`src/rtl/uart_tx_scheduler_if.sv`:
```
// Bus-side write/status and transmitter handshake bundle for uart_tx_scheduler.
// master: bus decoder plus transmitter side; slave: the scheduler itself.
interface uart_tx_scheduler_if #(
  parameter int DEPTH = 8
);
  logic                     wr_en;
  logic [7:0]               wr_data;
  logic                     clr_flags;
  logic                     tx_done;
  logic                     tx_start;
  logic [7:0]               tx_data;
  logic [$clog2(DEPTH):0]   fifo_count;
  logic                     full;
  logic                     empty;
  logic                     busy;
  logic                     overflow;
  logic                     timeout_err;

  modport master (
    output wr_en, wr_data, clr_flags, tx_done,
    input  tx_start, tx_data, fifo_count, full, empty, busy, overflow, timeout_err
  );

  modport slave (
    input  wr_en, wr_data, clr_flags, tx_done,
    output tx_start, tx_data, fifo_count, full, empty, busy, overflow, timeout_err
  );
endinterface

```
`src/rtl/uart_tx_scheduler.sv`:
```
// Byte FIFO feeding a UART transmitter one byte at a time, with optional inter-byte gap,
// tx_done timeout and sticky status flags. Define UART_TX_SCHED_IRQ_EN to add the irq output.
module uart_tx_scheduler #(
  parameter int DEPTH          = 8,
  parameter int GAP_CYCLES     = 0,
  parameter int TIMEOUT_CYCLES = 100000
) (
  input  logic clk,
  input  logic rst_n,
`ifdef UART_TX_SCHED_IRQ_EN
  output logic irq,
`endif
  uart_tx_scheduler_if.slave bus
);

  localparam int PW = $clog2(DEPTH);
  localparam int CW = PW + 1;
  localparam int TW = (TIMEOUT_CYCLES > 1) ? $clog2(TIMEOUT_CYCLES) : 1;
  localparam int GW = (GAP_CYCLES > 1) ? $clog2(GAP_CYCLES) : 1;
  localparam logic [TW-1:0] TMO_LAST = TW'(TIMEOUT_CYCLES - 1);
  localparam logic [GW-1:0] GAP_LAST = GW'((GAP_CYCLES > 0) ? GAP_CYCLES - 1 : 0);
  localparam logic [CW-1:0] DEPTH_C  = CW'(DEPTH);

  typedef enum logic [1:0] {IDLE, START, WAIT, GAP} state_e;

  state_e          state_q, state_d;
  logic [7:0]      mem_q [DEPTH];
  logic [PW-1:0]   rd_ptr_q, rd_ptr_d;
  logic [PW-1:0]   wr_ptr_q, wr_ptr_d;
  logic [CW-1:0]   count_q, count_d;
  logic [TW-1:0]   tmo_q, tmo_d;
  logic [GW-1:0]   gap_q, gap_d;
  logic            tx_start_q, tx_start_d;
  logic [7:0]      tx_data_q, tx_data_d;
  logic            full_q, full_d;
  logic            empty_q, empty_d;
  logic            busy_q, busy_d;
  logic            overflow_q, overflow_d;
  logic            timeout_err_q, timeout_err_d;
  logic            irq_q, irq_d;

  logic            pop, push, ovf_set, tmo_set;

  always_comb begin
    pop     = (state_q == IDLE) && !empty_q;
    // A write into a full FIFO still lands when the head leaves in the same cycle.
    push    = bus.wr_en && (!full_q || pop);
    ovf_set = bus.wr_en && full_q && !pop;
    tmo_set = 1'b0;

    state_d   = state_q;
    tmo_d     = tmo_q;
    gap_d     = gap_q;
    tx_data_d = tx_data_q;
    rd_ptr_d  = rd_ptr_q;
    wr_ptr_d  = wr_ptr_q;

    unique case (state_q)
      IDLE: begin
        if (pop) begin
          tx_data_d = mem_q[rd_ptr_q];
          rd_ptr_d  = rd_ptr_q + PW'(1);
          state_d   = START;
        end
      end
      START: begin
        tmo_d   = '0;
        state_d = WAIT;
      end
      WAIT: begin
        if (bus.tx_done) begin
          if (GAP_CYCLES > 0) begin
            gap_d   = '0;
            state_d = GAP;
          end else begin
            state_d = IDLE;
          end
        end else if (tmo_q == TMO_LAST) begin
          tmo_set = 1'b1;
          state_d = IDLE;
        end else begin
          tmo_d = tmo_q + TW'(1);
        end
      end
      GAP: begin
        if (gap_q == GAP_LAST) state_d = IDLE;
        else                   gap_d   = gap_q + GW'(1);
      end
      default: state_d = IDLE;
    endcase

    if (push) wr_ptr_d = wr_ptr_q + PW'(1);

    unique case ({push, pop})
      2'b10:   count_d = count_q + CW'(1);
      2'b01:   count_d = count_q - CW'(1);
      default: count_d = count_q;
    endcase

    tx_start_d    = (state_d == START);
    full_d        = (count_d == DEPTH_C);
    empty_d       = (count_d == '0);
    busy_d        = (state_d != IDLE) || !empty_d;
    // A new set event outranks a coincident clear.
    overflow_d    = ovf_set || (overflow_q && !bus.clr_flags);
    timeout_err_d = tmo_set || (timeout_err_q && !bus.clr_flags);
    irq_d         = (busy_q && !busy_d) || ovf_set || tmo_set;
  end

  always_ff @(posedge clk or negedge rst_n) begin
    if (!rst_n) begin
      state_q       <= IDLE;
      rd_ptr_q      <= '0;
      wr_ptr_q      <= '0;
      count_q       <= '0;
      tmo_q         <= '0;
      gap_q         <= '0;
      tx_start_q    <= 1'b0;
      tx_data_q     <= 8'h00;
      full_q        <= 1'b0;
      empty_q       <= 1'b1;
      busy_q        <= 1'b0;
      overflow_q    <= 1'b0;
      timeout_err_q <= 1'b0;
      irq_q         <= 1'b0;
    end else begin
      state_q       <= state_d;
      rd_ptr_q      <= rd_ptr_d;
      wr_ptr_q      <= wr_ptr_d;
      count_q       <= count_d;
      tmo_q         <= tmo_d;
      gap_q         <= gap_d;
      tx_start_q    <= tx_start_d;
      tx_data_q     <= tx_data_d;
      full_q        <= full_d;
      empty_q       <= empty_d;
      busy_q        <= busy_d;
      overflow_q    <= overflow_d;
      timeout_err_q <= timeout_err_d;
      irq_q         <= irq_d;
    end
  end

  // Storage needs no reset: pointers and count define which entries are valid.
  always_ff @(posedge clk) begin
    if (push) mem_q[wr_ptr_q] <= bus.wr_data;
  end

  assign bus.tx_start    = tx_start_q;
  assign bus.tx_data     = tx_data_q;
  assign bus.fifo_count  = count_q;
  assign bus.full        = full_q;
  assign bus.empty       = empty_q;
  assign bus.busy        = busy_q;
  assign bus.overflow    = overflow_q;
  assign bus.timeout_err = timeout_err_q;

`ifdef UART_TX_SCHED_IRQ_EN
  assign irq = irq_q;
`else
  logic unused_irq;
  assign unused_irq = irq_q;
`endif

endmodule

```
`src/flat_wrapper.sv`:
```
// flat-port wrapper written by rule: the top's interface ports become plain ports
module uart_tx_scheduler_flat 
#(
  parameter int DEPTH          = 8,
  parameter int GAP_CYCLES     = 0,
  parameter int TIMEOUT_CYCLES = 100000
)
  (clk, rst_n, bus_wr_en, bus_wr_data, bus_clr_flags, bus_tx_done, bus_tx_start, bus_tx_data, bus_fifo_count, bus_full, bus_empty, bus_busy, bus_overflow, bus_timeout_err);
  uart_tx_scheduler_if #(.DEPTH(DEPTH)) bus_i ();
  input  logic clk;
  input  logic rst_n;
  input wire logic [$bits(bus_i.wr_en)-1:0] bus_wr_en;
  input wire logic [$bits(bus_i.wr_data)-1:0] bus_wr_data;
  input wire logic [$bits(bus_i.clr_flags)-1:0] bus_clr_flags;
  input wire logic [$bits(bus_i.tx_done)-1:0] bus_tx_done;
  output wire logic [$bits(bus_i.tx_start)-1:0] bus_tx_start;
  output wire logic [$bits(bus_i.tx_data)-1:0] bus_tx_data;
  output wire logic [$bits(bus_i.fifo_count)-1:0] bus_fifo_count;
  output wire logic [$bits(bus_i.full)-1:0] bus_full;
  output wire logic [$bits(bus_i.empty)-1:0] bus_empty;
  output wire logic [$bits(bus_i.busy)-1:0] bus_busy;
  output wire logic [$bits(bus_i.overflow)-1:0] bus_overflow;
  output wire logic [$bits(bus_i.timeout_err)-1:0] bus_timeout_err;
  assign bus_i.wr_en = bus_wr_en;
  assign bus_i.wr_data = bus_wr_data;
  assign bus_i.clr_flags = bus_clr_flags;
  assign bus_i.tx_done = bus_tx_done;
  assign bus_tx_start = bus_i.tx_start;
  assign bus_tx_data = bus_i.tx_data;
  assign bus_fifo_count = bus_i.fifo_count;
  assign bus_full = bus_i.full;
  assign bus_empty = bus_i.empty;
  assign bus_busy = bus_i.busy;
  assign bus_overflow = bus_i.overflow;
  assign bus_timeout_err = bus_i.timeout_err;
  uart_tx_scheduler #(.DEPTH(DEPTH), .GAP_CYCLES(GAP_CYCLES), .TIMEOUT_CYCLES(TIMEOUT_CYCLES)) u_core (.clk(clk), .rst_n(rst_n), .bus(bus_i));
endmodule
```
`config.mk`:
```
export PLATFORM = sky130hd
export DESIGN_NAME = uart_tx_scheduler_flat
export DESIGN_NICKNAME = d
export VERILOG_FILES = /design/src/rtl/uart_tx_scheduler_if.sv /design/src/rtl/uart_tx_scheduler.sv /design/src/flat_wrapper.sv
export SDC_FILE = /design/constraint.sdc
export NUM_CORES = 1
export LEC_CHECK = 0
export CAP_MARGIN = 10
export CORE_UTILIZATION = 60
export DETAILED_ROUTE_END_ITERATION = 8
export PLACE_DENSITY = 0.85
export RECOVER_POWER = 25
export SYNTH_ARGS = -nofsm -noshare
export SYNTH_HDL_FRONTEND = slang
export SYNTH_SLANG_ARGS = --single-unit
```
`constraint.sdc`:
```
create_clock -name clk -period 8.3 [get_ports clk]
set_input_delay 0.83 -clock clk [delete_from_list [all_inputs] [get_ports clk]]
set_output_delay 0.83 -clock clk [all_outputs]
set_load 0.05 [all_outputs]
```
# Yosys cells after proc, flatten, opt, wreduce, memory -nomap -nowiden
# Memories as Yosys holds them, arrays and structs flattened. A register that Yosys moved wholly into a read port is not among the register bits.
# Index checks and enable logic that the tools add are counted.
[totals]
elab_cells = 66
ram_bits = 64
n_memories = 1
in_bits = 13
regBits = 36
[mem_list]
columns = ["memory", "words", "width", "read_ports", "rd_ports_with_merged_regs", "write_ports", "line", "source"]
rows = [
  ["u_core.mem_q", 8, 8, 1, 1, 1, "uart_tx_scheduler.sv:27", "logic [7:0] mem_q [DEPTH];"],
]
[op_classes]
n_eq_ne = 10
n_reduce_logical = 22
add_sub_neg = 6
n_mux = 15
[ops]
columns = ["cell", "count"]
rows = [
  ["two-way mux 17 bit", 2],
  ["one-hot mux 17 bit (2 select lines)", 1],
  ["adder 17 x 1 -> 17 bit, second input constant", 1],
  ["equality test 17 bit, second input constant", 1],
  ["two-way mux 2 bit", 4],
  ["one-hot mux 2 bit (4 select lines)", 1],
  ["one-hot mux 4 bit (2 select lines)", 1],
  ["adder 3 x 1 -> 3 bit, second input constant", 2],
  ["equality test 2 x 1 -> 1 bit, second input constant", 3],
  ["equality test 2 bit, second input constant", 3],
  ["logical AND 1 bit", 6],
  ["zero test 1 bit", 6],
  ["two-way mux 1 bit", 6],
  ["adder 4 x 1 -> 4 bit, second input constant", 1],
  ["equality test 4 bit, second input constant", 1],
  ["zero test 4 bit", 1],
  ["logical OR 1 bit", 4],
  ["!= test 2 bit, second input constant", 2],
  ["nonzero test 2 bit", 2],
  ["subtractor 4 x 1 -> 4 bit, second input constant", 1],
  ["AND reduction 3 bit", 1],
  ["zero test 2 bit", 1],
  ["AND reduction 2 bit", 1],
  ["adder 1 bit, second input constant", 1],
]

# Logic depth before layout (Yosys ltp)
# Gate-level depths: netlist (run 1).
[logic_depth]
word_depth = 9
mapped_depth = 13
mapped_depth_nobuf = 12

# Worst setup path before layout (run 1)
# Ideal clock, no wire load.
[synth_path]
kind = "register to register"
start = "register u_core.state_q[0]"
end = "register u_core.full_q, in the netlist u_core.bus.full"
path_stages_with_launch = 14
t_arrival_ns = 2.713
required_time_ns = 8.212
slack_ns = 5.499
setup_time_ns = 0.088
period_less_slack_ns = 2.801
path_cell_list = "dfrtp_1 > or3_1 > buf_2 > a21boi_2 > clkinv_1 > ha_1 > xor2_1 > ha_1 > a21oi_1 > xnor2_1 > nand2b_1 > xor2_1 > inv_1 > nor3b_1"
[synth_between]
elab_chain_len = 7
elab_cells_between_ends = 8
cone_classes = "3 x eq/ne; 1 x mux; 4 x reduce/logical"
[synth_lines]
columns = ["item", "line", "source"]
rows = [
  ["start: declaration", "uart_tx_scheduler.sv:26", "state_e state_q, state_d;"],
  ["start signal: assignment", "uart_tx_scheduler.sv:127", "state_q <= state_d;"],
  ["zero test 2 bit (*)", "uart_tx_scheduler.sv:45", "pop = (state_q == IDLE) && !empty_q;"],
  ["logical AND 1 bit (*)", "uart_tx_scheduler.sv:45", ""],
  ["logical OR 1 bit", "uart_tx_scheduler.sv:47", "push = bus.wr_en && (!full_q || pop);"],
  ["logical AND 1 bit", "uart_tx_scheduler.sv:47", ""],
  ["equality test 2 x 1 -> 1 bit / equality test 2 bit (equally long branches)", "uart_tx_scheduler.sv:94", "unique case ({push, pop})"],
  ["one-hot mux 4 bit (2 select lines) (*)", "uart_tx_scheduler.sv:94", ""],
  ["named net u_core.count_d[2]", "uart_tx_scheduler.sv:30", "logic [CW-1:0] count_q, count_d;"],
  ["equality test 4 bit (*)", "uart_tx_scheduler.sv:101", "full_d = (count_d == DEPTH_C);"],
  ["named net u_core.full_d", "uart_tx_scheduler.sv:35", "logic full_q, full_d;"],
  ["end signal: assignment", "uart_tx_scheduler.sv:135", "full_q <= full_d;"],
  ["end: declaration", "uart_tx_scheduler.sv:35", ""],
]
# Mark *: on every way through the listed nets, which the timed path passes. The rest lies on a longest branch.
# A chain may end at the register's enable or synchronous reset.

# Final worst setup path (run 1)
# Ends and elaborated chain as after synthesis.

==> impl_metrics.env, run 1 <==
export IMPL_fmax_mhz=295
export IMPL_peakVddDrop_uv=153
export IMPL_final_critical_path_required_period_ns=3.39
export IMPL_drt_drc=0
export IMPL_crit_required_ns=8.58
export IMPL_initial_utilization=0.619
export IMPL_globalRouteOverflowTotal=0
export IMPL_drt_first_iter_violations=282
export IMPL_ys_top_cells_by_area="edfxtp_1 (43%), dfrtp_1 (24%), mux4_2 (8.1%), xnor2_1 (2.9%), nand2_1 (2.1%)"
export IMPL_yosysSeqAreaShare=0.672
export IMPL_yosys_cell_types_count=47
export IMPL_finalSetupTns_ns=0
export IMPL_yosysWarnings=0
export IMPL_ios=31
export IMPL_cp_arrival_ns=3.67
export IMPL_synth_cells_most_frequent="edfxtp_1 (64), dfrtp_1 (42), nand2_1 (25)"
export IMPL_coreArea_mm2=0.00721
export IMPL_routed_wl_um=7760
export IMPL_antennaDiodeCount=0
export IMPL_register_area_mm2=0.00300
export IMPL_worst_hold_path_type="flop to flop"
export IMPL_via_per_inst=5.76
export IMPL_number_of_enable_flip_flop_cells_after_synthesis=64
export IMPL_power_report_internal_total_mw=1.05
export IMPL_design_final_nets=351
export IMPL_synthMostInstantiatedCell="edfxtp_1"
export IMPL_violations="max-capacitance violations, max-slew violations"
export IMPL_setup_repair_after_global_routing_missed_its_margin="false"
export IMPL_endpoint_kind="flop"
export IMPL_netSwitchingPower_mw=0.626
export IMPL_postSynth_asyncResetShare=0.402
export IMPL_synth_nets=315
export IMPL_cts_repair_timing_setup_buffer_count=0
export IMPL_worstMarginPinSlew_ns=2.24
export IMPL_synth_seq_cells=107
export IMPL_cts_tree="yes"
export IMPL_share_of_post_route_cells_with_drive_strength_above_1=0.151
export IMPL_first_pass_iters=4
export IMPL_grt_antenna_before_repair=0
export IMPL_finalMaxSlewViolations=44
export IMPL_period_share=0.409
export IMPL_crit_path_max_fanout=23
export IMPL_grt_start_max_net_pins=44
export IMPL_area_taken_by_multi_input_logic_gates_mm2=0.00138
export IMPL_final_antenna_net_count=0
export IMPL_critPathKind="flop to flop"
export IMPL_post_synth_top_area_cell="edfxtp_1"
export IMPL_hold_buffers=0
export IMPL_synth_cells=296
export IMPL_buffer_ports_inserted=30
export IMPL_p_leak_nw=1.85
export IMPL_cts_buffer_depth=2
export IMPL_hpwlAfterDp_um=5170
export IMPL_total_of_endpoints_with_negative_setup_slack_in_the_final_report=0
export IMPL_ctsHtreeMaxLevel=3
export IMPL_placed_cell_area_mm2=0.00488
export IMPL_yosys_most_used_dff="edfxtp_1"
export IMPL_cts_root_buffer_cell="clkbuf_8"
export IMPL_place_ws_ns=4.81
export IMPL_numCtsBuffers=9
export IMPL_worst_skew_pair_late_latency_ns=0.37
export IMPL_timing_clock_skew_ns=0.0130
export IMPL_power_density_mw_per_mm2=331
export IMPL_outcome="finished, violations left"
export IMPL_grt_total_usage=0.225
export IMPL_setup_slack_ns=4.91
export IMPL_yosys_area_top_type_share=0.431
export IMPL_routedWlPerCell_um=17.8
export IMPL_num_rows=31
export IMPL_p_sw_frac=0.374
export IMPL_pwr_share_clk=0.172
export IMPL_post_synth_cell_area_avg_um2=15.1
export IMPL_cap_violations=1
export IMPL_timing_slew_headroom=-0.491
export IMPL_final_hold_fails=0
export IMPL_cts_sinks=107
export IMPL_fp_dieW_um=88.2
export IMPL_comb_power_share=0.358
export IMPL_clk_pin_slew_worst_paths_ns=0.10
export IMPL_area_delta_synth_final_pct=13.2
export IMPL_cts_resized=0
export IMPL_fp_dieArea_mm2=0.00779
export IMPL_mappedNetlistArea_mm2=0.00446
export IMPL_first_global_vias=2490
export IMPL_via_count=2512
export IMPL_fillCellCount=486
export IMPL_final_cell_area_mm2=0.00505
export IMPL_gp_routability_congestion=0.761
export IMPL_setup_worst_path_start_class="flop"
export IMPL_chipHeight_um=88.2
export IMPL_seq_power_share=0.470
export IMPL_grt_first_pass_wirelength_um=12400
[kinds of logic after synthesis]
logic type / after synthesis / synth area share
and+or+nand+nor: 91 / 0.116
muxes: 26 / 0.103
AOI/OAI and AO/OA: 27 / 0.0384
buffers and inverters: 21 / 0.0185
adders and majority gates: 6 / 0.0168
xor gates and xnor gates: 18 / 0.0353
DFF: 107 / 0.672
[metal layers]
metal / part of all wire / vias to the layer above / track usage / wire length, um
met3: 0.050 / 16 / 0.0644 / 391
li1: - / 1162 / - / -
met2: 0.50 / 70 / 0.369 / 3880
met4: 0.026 / 0 / 0.0968 / 204
met1: 0.42 / 1264 / 0.284 / 3280
met5: 0 / - / 0 / 0
[cells in the final DEF (no fill, tap or decap), drive strengths merged, types with 2 or more instances in the layout]
| cell | n |
|---|---|
| edfxtp | 64 |
| dfrtp | 42 |
| nand2 | 25 |
| clkdlybuf4s50 | 21 |
| mux4 | 16 |
| xnor2 | 15 |
| nor2 | 14 |
| o21ai | 13 |
| nor3 | 12 |
| inv | 12 |
| clkbuf | 12 |
| mux2i | 9 |
| dlygate4sd3 | 8 |
| a21oi | 6 |
| nand3 | 6 |
| ha | 6 |
| nand2b | 5 |
| buf | 5 |
| and3 | 4 |
| or3 | 3 |
| xor2 | 3 |
| nor2b | 3 |
| nor4 | 3 |
| nor3b | 3 |
| clkinv | 3 |
| a21boi | 2 |
| or2b | 2 |
| nand4 | 2 |
| and2 | 2 |
[through the flow]
stage	power (mW)	hold WS (ns)	cells	utilization
after floorplan	1.22	0.470	296	-
after global placement	1.37	0.468	420	0.676
after detailed placement	1.40	0.479	420	0.676
after CTS	1.69	0.502	436	0.701
after global routing	1.77	0.538	436	0.700
final	1.67	0.493	436	0.700
[power by group through the flow]
stage / Clock [mW] / Combinational (mW) / Sequential [mW]
global route: 0.317 / 0.652 / 0.803
detailed placement: 0 / 0.605 / 0.799
global placement: 0 / 0.580 / 0.794
finish: 0.288 / 0.599 / 0.787
CTS: 0.295 / 0.606 / 0.789
floorplan: 0 / 0.364 / 0.854
[area by class of cell]
| cell class | count | share of cell area |
|---|---|---|
| clock buffers | 11 | 0.0260 |
| clock inverters | 5 | 0.00891 |
| inverters | 11 | 0.00817 |
| multi-input cells | 168 | 0.273 |
| flip-flops and latches | 107 | 0.593 |
| well taps | 99 | 0.0245 |
| repair buffers | 35 | 0.0656 |
[registers in the layout, summed over array words and instances (netlist names)]
name                    cells
u_core.bus.tx_start         1
u_core.bus.empty            1
u_core.bus.busy             1
u_core.mem_q               64
u_core.state_q              2
u_core.bus.full             1
u_core.rd_ptr_q             3
u_core.bus.tx_data          8
u_core.tmo_q               17
u_core.bus.fifo_count       4
u_core.bus.timeout_err      1
u_core.bus.overflow         1
u_core.wr_ptr_q             3
[path summary, 6_finish.rpt]
check	to	slack, ns	cells past startpoint	startpoint
min	u_core.bus.tx_data[5]$_DFFE_PN0P_	0.49	2	u_core.bus.tx_data[5]$_DFFE_PN0P_
max reg2reg	u_core.bus.full$_DFF_PN0_	4.91	12	u_core.state_q[0]$_DFF_PN0_
max	u_core.bus.full$_DFF_PN0_	4.91	12	u_core.state_q[0]$_DFF_PN0_
min in group asynchronous	u_core.bus.overflow$_DFF_PN0_	1.11	1	rst_n
min reg2reg	u_core.bus.tx_data[5]$_DFFE_PN0P_	0.49	2	u_core.bus.tx_data[5]$_DFFE_PN0P_
max in group asynchronous	u_core.bus.tx_data[3]$_DFFE_PN0P_	5.91	1	rst_n
[critical path, cell delays in order (launching register included)]
cell,delay [ns]
dfrtp_1,0.43
or3_1,0.72
a21boi_2,0.33
clkinv_1,0.26
ha_1,0.33
xor2_1,0.18
ha_1,0.19
a21oi_1,0.16
xnor2_1,0.14
nand2b_1,0.08
xor2_1,0.19
inv_1,0.08
nor3b_1,0.21
No activity file was read; power rests on OpenSTA's default activity.
==> run 2, diff against run 1 <==
--- a/config.mk
+++ b/config.mk
@@ -6,9 +6,9 @@
 export NUM_CORES = 1
 export LEC_CHECK = 0
 export CAP_MARGIN = 10
-export CORE_UTILIZATION = 60
+export CORE_UTILIZATION = 58
 export DETAILED_ROUTE_END_ITERATION = 8
-export PLACE_DENSITY = 0.85
+export PLACE_DENSITY = 0.83
 export RECOVER_POWER = 25
 export SYNTH_ARGS = -nofsm -noshare
 export SYNTH_HDL_FRONTEND = slang
==> constraint.sdc (replaced) <==
create_clock -name clk -period 3.3 [get_ports clk]
set_input_delay 0.33 -clock clk [delete_from_list [all_inputs] [get_ports clk]]
set_output_delay 0.33 -clock clk [all_outputs]
set_load 0.05 [all_outputs]
==> run 2 against run 1 <==
Net effect: the run still ends with max-capacitance violations, max-slew violations left; final cell count increased by 1.1%; sequential power increased by 150%; non-clock buffer count grew 5; core utilization is 0.19 points lower; worst setup slack got worse by 4.4 ns; total power rose to 2.6 times the previous value; sequential cell count stayed put; largest power group unchanged; clock power grew to 2.7 times the previous value; clock skew is 0.0028 ns higher; maximum frequency is 20% higher.
==> impl_metrics.env, run 2 (synthesized netlist as in run 1, its figures left out) <==
export IMPL_routed_wl_um=8080
export IMPL_grt_antenna_before_repair=0
export IMPL_timing_clock_skew_ns=0.0158
export IMPL_hpwlAfterDp_um=5130
export IMPL_hold_buffers=0
export IMPL_peakVddDrop_uv=413
export IMPL_clk_pin_slew_worst_paths_ns=0.11
export IMPL_total_of_endpoints_with_negative_setup_slack_in_the_final_report=0
export IMPL_cts_sinks=107
export IMPL_buffer_ports_inserted=30
export IMPL_share_of_post_route_cells_with_drive_strength_above_1=0.173
export IMPL_cpLargestDelayFamily="simple AND/OR/NAND/NOR gates"
export IMPL_fillCellCount=467
export IMPL_cpMaxStageDelayCell="dfrtp_1"
export IMPL_fp_dieW_um=89.7
export IMPL_cts_buffer_depth=2
export IMPL_via_per_inst=5.60
export IMPL_via_count=2470
export IMPL_cells_traversed_along_the_worst_timing_path="or3_1, a21boi_2, inv_2, ha_1, xor2_1, ha_1, a21oi_1, xnor2_1, nand2b_1, xor2_1, inv_1, nor3b_1"
export IMPL_cp_arrival_ns=3.13
export IMPL_first_global_vias=2634
export IMPL_num_rows=31
export IMPL_power_density_mw_per_mm2=842
export IMPL_critPathKind="flop to flop"
export IMPL_timing_slew_headroom=-0.512
export IMPL_numCtsBuffers=9
export IMPL_fp_dieArea_mm2=0.00805
export IMPL_crit_path_max_fanout=8
export IMPL_outcome="finished, violations left"
export IMPL_grt_start_max_net_pins=44
export IMPL_critPathBufInv=2
export IMPL_final_critical_path_required_period_ns=2.84
export IMPL_final_antenna_net_count=0
export IMPL_crit_required_ns=3.59
export IMPL_first_pass_iters=4
export IMPL_finalSetupTns_ns=0
export IMPL_period_share=0.860
export IMPL_chipHeight_um=89.7
export IMPL_cts_tree="yes"
export IMPL_fin_worst_hold_slack_ns=0.492
export IMPL_drt_first_iter_violations=98
export IMPL_routedWlPerCell_um=18.3
export IMPL_coreArea_mm2=0.00733
export IMPL_fmax_mhz=352
export IMPL_setup_repair_after_global_routing_missed_its_margin="false"
export IMPL_max_stage_delay_ns=0.44
export IMPL_area_delta_synth_final_pct=14.7
export IMPL_setup_worst_path_start_class="flop"
export IMPL_grt_total_usage=0.221
export IMPL_worst_hold_path_type="flop to flop"
export IMPL_design_final_nets=356
export IMPL_ios=31
export IMPL_endpoint_kind="flop"
export IMPL_cts_root_buffer_cell="clkbuf_8"
export IMPL_drt_drc=0
export IMPL_ctsHtreeMaxLevel=3
export IMPL_grt_first_pass_wirelength_um=13100
export IMPL_globalRouteOverflowTotal=0
export IMPL_cap_violations=1
export IMPL_gp_routability_congestion=0.797
export IMPL_finalMaxSlewViolations=44
export IMPL_final_hold_fails=0
export IMPL_initial_utilization=0.609
export IMPL_layout_cells_most_common="edfxtp_1"
export IMPL_p_leak_nw=1.90
export IMPL_layout_cells_most_common_list="edfxtp_1 (64), dfrtp_1 (42), nand2_1 (25)"
export IMPL_worstMarginPinSlew_ns=2.27
export IMPL_top_register="u_core.mem_q"
export IMPL_antennaDiodeCount=0
export IMPL_largest_register_ff_count=64
export IMPL_worst_skew_pair_late_latency_ns=0.38
export IMPL_violations="max-capacitance violations, max-slew violations"
run 2: timing repair:
| item | CTS | global route |
|---|---|---|
| gates resized for setup | 0 | 1 |
| buffers inserted | 0 | 0 |
| endpoints found under the setup margin | 0 | 1 |
run 2: power breakdown:
part           internal (mW)  leakage [nW]  total (mW)  switching, mW
sequential              1.69          1.13        1.93          0.237
clock                  0.301         0.104       0.788          0.486
combinational          0.684         0.661        1.60          0.911
total                   2.68          1.90        4.31           1.63
run 2: per-layer routing:
| metal | share of wire | vias to the layer above | GRT usage | wire length, um |
|---|---|---|---|---|
| met2 | 0.53 | 50 | 0.388 | 4310 |
| met1 | 0.41 | 1237 | 0.257 | 3350 |
| met4 | 0.012 | 0 | 0.0902 | 99 |
| met5 | 0 | - | 0 | 0 |
| li1 | - | 1175 | - | - |
| met3 | 0.040 | 8 | 0.0626 | 322 |
run 2: worst reg2reg max path, cell delays in order (launching register included):
cell      delay, ns
dfrtp_1        0.44
or3_1          0.42
a21boi_2       0.24
inv_2          0.12
ha_1           0.28
xor2_1         0.19
ha_1           0.20
a21oi_1        0.17
xnor2_1        0.14
nand2b_1       0.08
xor2_1         0.19
inv_1          0.09
nor3b_1        0.20
run 2: final timing paths:
path | from | slack (ns) | end | cells after the start
setup reg to reg | u_core.state_q[0]$_DFF_PN0_ | 0.46 | u_core.bus.full$_DFF_PN0_ | 12
max in group asynchronous | rst_n | 1.39 | u_core.bus.tx_data[7]$_DFFE_PN0P_ | 1
min in group asynchronous | rst_n | 0.61 | u_core.tmo_q[2]$_DFFE_PN0P_ | 1
hold / removal | u_core.bus.tx_data[0]$_DFFE_PN0P_ | 0.49 | u_core.bus.tx_data[0]$_DFFE_PN0P_ | 2
setup / recovery | u_core.state_q[0]$_DFF_PN0_ | 0.46 | u_core.bus.full$_DFF_PN0_ | 12
hold reg to reg | u_core.bus.tx_data[0]$_DFFE_PN0P_ | 0.49 | u_core.bus.tx_data[0]$_DFFE_PN0P_ | 2
run 2: layout make-up:
| class | count | area, um2 | area share |
|---|---|---|---|
| clock buffers | 9 | 124 | 0.0242 |
| clock inverters | 7 | 82.6 | 0.0161 |
| inverters | 11 | 41.3 | 0.00806 |
| multi-input cells | 168 | 1380 | 0.270 |
| flip-flops and latches | 107 | 3000 | 0.586 |
| well taps | 99 | 124 | 0.0242 |
| repair buffers | 40 | 369 | 0.0721 |
run 2: through the flow:
stage          instance area [um2]  worst slack, ns   util  instances  power [mW]
3_5_place_dp                  4920            0.336  0.671        425        3.56
5_1_grt                       5120            0.201  0.699        441        4.53
3_3_place_gp                  4920            0.477  0.671        425        3.48
2_1_floorplan                 4460            0.499      -        296        3.06
6_report                      5120            0.461  0.699        441        4.31
4_1_cts                       5120            0.298  0.699        441        4.34
==> run 3, diff against run 2 <==
--- a/config.mk
+++ b/config.mk
@@ -8,7 +8,7 @@
 export CAP_MARGIN = 10
 export CORE_UTILIZATION = 58
 export DETAILED_ROUTE_END_ITERATION = 8
-export PLACE_DENSITY = 0.83
+export PLACE_DENSITY = 0.79
 export RECOVER_POWER = 25
 export SYNTH_ARGS = -nofsm -noshare
 export SYNTH_HDL_FRONTEND = slang
==> run 3 against run 2 <==
Net effect: the flow still finishes with violations (max-capacitance violations, max-slew violations); first-iteration DRC count is 63% higher; cell area hardly changed; largest cell class unchanged; die area stayed put; register-to-register slack worse by 0.11 ns; global-route usage is 1.5 points lower; sequential share of layout area is 0.057 points lower; hold slack better by 0.0020 ns; maximum frequency is 3.7% lower.
==> impl_metrics.env, run 3 (synthesized netlist as in run 1, its figures left out) <==
export IMPL_outcome="finished, violations left"
export IMPL_violations="max-capacitance violations, max-slew violations"
export IMPL_fp_dieW_um=89.7
export IMPL_finalSetupTns_ns=0
export IMPL_peakVddDrop_uv=547
export IMPL_antennaDiodeCount=0
export IMPL_setup_slack_ns=0.352
export IMPL_max_stage_delay_ns=0.44
export IMPL_crit_required_ns=3.60
export IMPL_routedWlPerCell_um=17.0
export IMPL_via_count=2508
export IMPL_layout_cells_most_common="edfxtp_1"
export IMPL_first_pass_iters=4
export IMPL_period_share=0.893
export IMPL_cts_resized=0
export IMPL_place_ws_ns=0.347
export IMPL_fillCellCount=498
export IMPL_hold_buffers=0
export IMPL_final_critical_path_required_period_ns=2.95
export IMPL_final_core_util=0.699
export IMPL_cp_arrival_ns=3.24
export IMPL_buffer_ports_inserted=30
export IMPL_worst_skew_pair_late_latency_ns=0.37
export IMPL_cap_violations=1
export IMPL_p_total_mw=4.28
export IMPL_drt_first_iter_violations=160
export IMPL_globalRouteOverflowTotal=0
export IMPL_via_per_inst=5.67
export IMPL_hpwlAfterDp_um=5010
export IMPL_grt_total_usage=0.207
export IMPL_cts_repair_timing_setup_buffer_count=0
export IMPL_cts_root_buffer_cell="clkbuf_8"
export IMPL_ctsHtreeMaxLevel=3
export IMPL_pwr_share_clk=0.184
export IMPL_ios=31
export IMPL_cpMaxStageDelayCell="dfrtp_1"
export IMPL_initial_utilization=0.609
export IMPL_cells_traversed_along_the_worst_timing_path="or3_1, a21boi_2, clkinv_1, ha_1, xor2_1, ha_1, a21oi_1, xnor2_1, nand2b_1, xor2_1, inv_1, nor3b_1"
export IMPL_comb_power_share=0.368
export IMPL_grt_start_max_net_pins=44
export IMPL_p_leak_nw=1.90
export IMPL_endpoint_kind="flop"
export IMPL_num_rows=31
export IMPL_final_instance_count_excl_fill=442
export IMPL_grt_first_pass_wirelength_um=12600
export IMPL_seq_power_share=0.448
export IMPL_drt_drc=0
export IMPL_total_of_endpoints_with_negative_setup_slack_in_the_final_report=0
export IMPL_routed_wl_um=7520
export IMPL_fmax_mhz=339
export IMPL_timing_clock_skew_ns=0.0156
export IMPL_cts_buffer_depth=2
export IMPL_power_report_internal_total_mw=2.68
export IMPL_setup_worst_path_start_class="flop"
export IMPL_cts_sinks=107
export IMPL_area_delta_synth_final_pct=14.9
export IMPL_crit_path_max_fanout=8
export IMPL_finalMaxSlewViolations=44
export IMPL_chipHeight_um=89.7
export IMPL_top_register="u_core.mem_q"
export IMPL_cts_tree="yes"
export IMPL_numCtsBuffers=9
export IMPL_largest_register_ff_count=64
export IMPL_grt_antenna_before_repair=0
export IMPL_placed_cells=426
export IMPL_final_antenna_net_count=0
export IMPL_final_hold_fails=0
export IMPL_clk_pin_slew_worst_paths_ns=0.11
export IMPL_netSwitchingPower_mw=1.60
export IMPL_worst_hold_path_type="flop to flop"
export IMPL_first_global_vias=2493
export IMPL_coreArea_mm2=0.00733
export IMPL_p_sw_frac=0.375
export IMPL_worstMarginPinSlew_ns=2.30
export IMPL_power_density_mw_per_mm2=835
export IMPL_fp_dieArea_mm2=0.00805
export IMPL_share_of_post_route_cells_with_drive_strength_above_1=0.172
export IMPL_critPathKind="flop to flop"
export IMPL_setup_repair_after_global_routing_missed_its_margin="false"
export IMPL_design_final_nets=357
export IMPL_gp_routability_congestion=0.767
export IMPL_layout_cells_most_common_list="edfxtp_1 (64), dfrtp_1 (42), nand2_1 (25)"
export IMPL_timing_slew_headroom=-0.535
==> run 3: changes by cell type in the layout (fill, tap and decap cells not counted) <==
cell,before,now
inv_8,1,3
buf_4,10,11
clkinv_1,0,1
clkinv_8,3,2
inv_2,1,0
inv_6,1,0
==> run 3: final timing paths <==
| check | endpoint | cells past startpoint | start | slack [ns] |
|---|---|---|---|---|
| worst max-delay path | u_core.bus.full$_DFF_PN0_ | 12 | u_core.state_q[0]$_DFF_PN0_ | 0.35 |
| worst min-delay path | u_core.bus.tx_data[1]$_DFFE_PN0P_ | 2 | u_core.bus.tx_data[1]$_DFFE_PN0P_ | 0.49 |
| worst max register to register | u_core.bus.full$_DFF_PN0_ | 12 | u_core.state_q[0]$_DFF_PN0_ | 0.35 |
| worst min register to register | u_core.bus.tx_data[1]$_DFFE_PN0P_ | 2 | u_core.bus.tx_data[1]$_DFFE_PN0P_ | 0.49 |
| max in group asynchronous | u_core.tmo_q[15]$_DFFE_PN0P_ | 1 | rst_n | 1.35 |
| min in group asynchronous | u_core.bus.timeout_err$_DFF_PN0_ | 1 | rst_n | 0.63 |
==> run 3: critical path, delay by kind of cell, from the launching register on <==
family,cells,cell delay [ns]
AO/OA/AOI/OAI,2,0.38
XOR/XNOR,3,0.51
adder cells (fa/ha/maj),2,0.51
buffers and inverters,2,0.32
flip-flops,1,0.44
AND/OR/NAND/NOR,3,0.70
==> run 3: final cells by class <==
class,count,area (um2),area share
clock inverters,7,80.1,0.0156
clock buffers,9,124,0.0242
well taps,99,124,0.0242
repair buffers,41,377,0.0735
multi-input cells,168,1380,0.269
flip-flops and latches,107,3000,0.585
inverters,11,41.3,0.00805
==> run 3: stage by stage <==
step | cell area, um2 | hold slack [ns]
global route | 5130 | 0.528
finish | 5130 | 0.494
floorplan | 4460 | 0.0344
global placement | 4920 | 0.471
CTS | 5130 | 0.124
detailed placement | 4920 | 0.484
==> run 3: layer usage <==
| layer | GRT usage | wire length (um) |
|---|---|---|
| met5 | 0 | 0 |
| met2 | 0.351 | 3910 |
| met1 | 0.259 | 3170 |
| met3 | 0.0508 | 308 |
| met4 | 0.0779 | 124 |
==> run 3: power by group through the flow <==
stage	sequential [mW]	clock (mW)	combinational, mW
floorplan	2.15	0	0.915
global placement	1.94	0	1.55
detailed placement	1.94	0	1.59
CTS	1.92	0.808	1.60
global route	1.95	0.858	1.71
finish	1.92	0.789	1.58
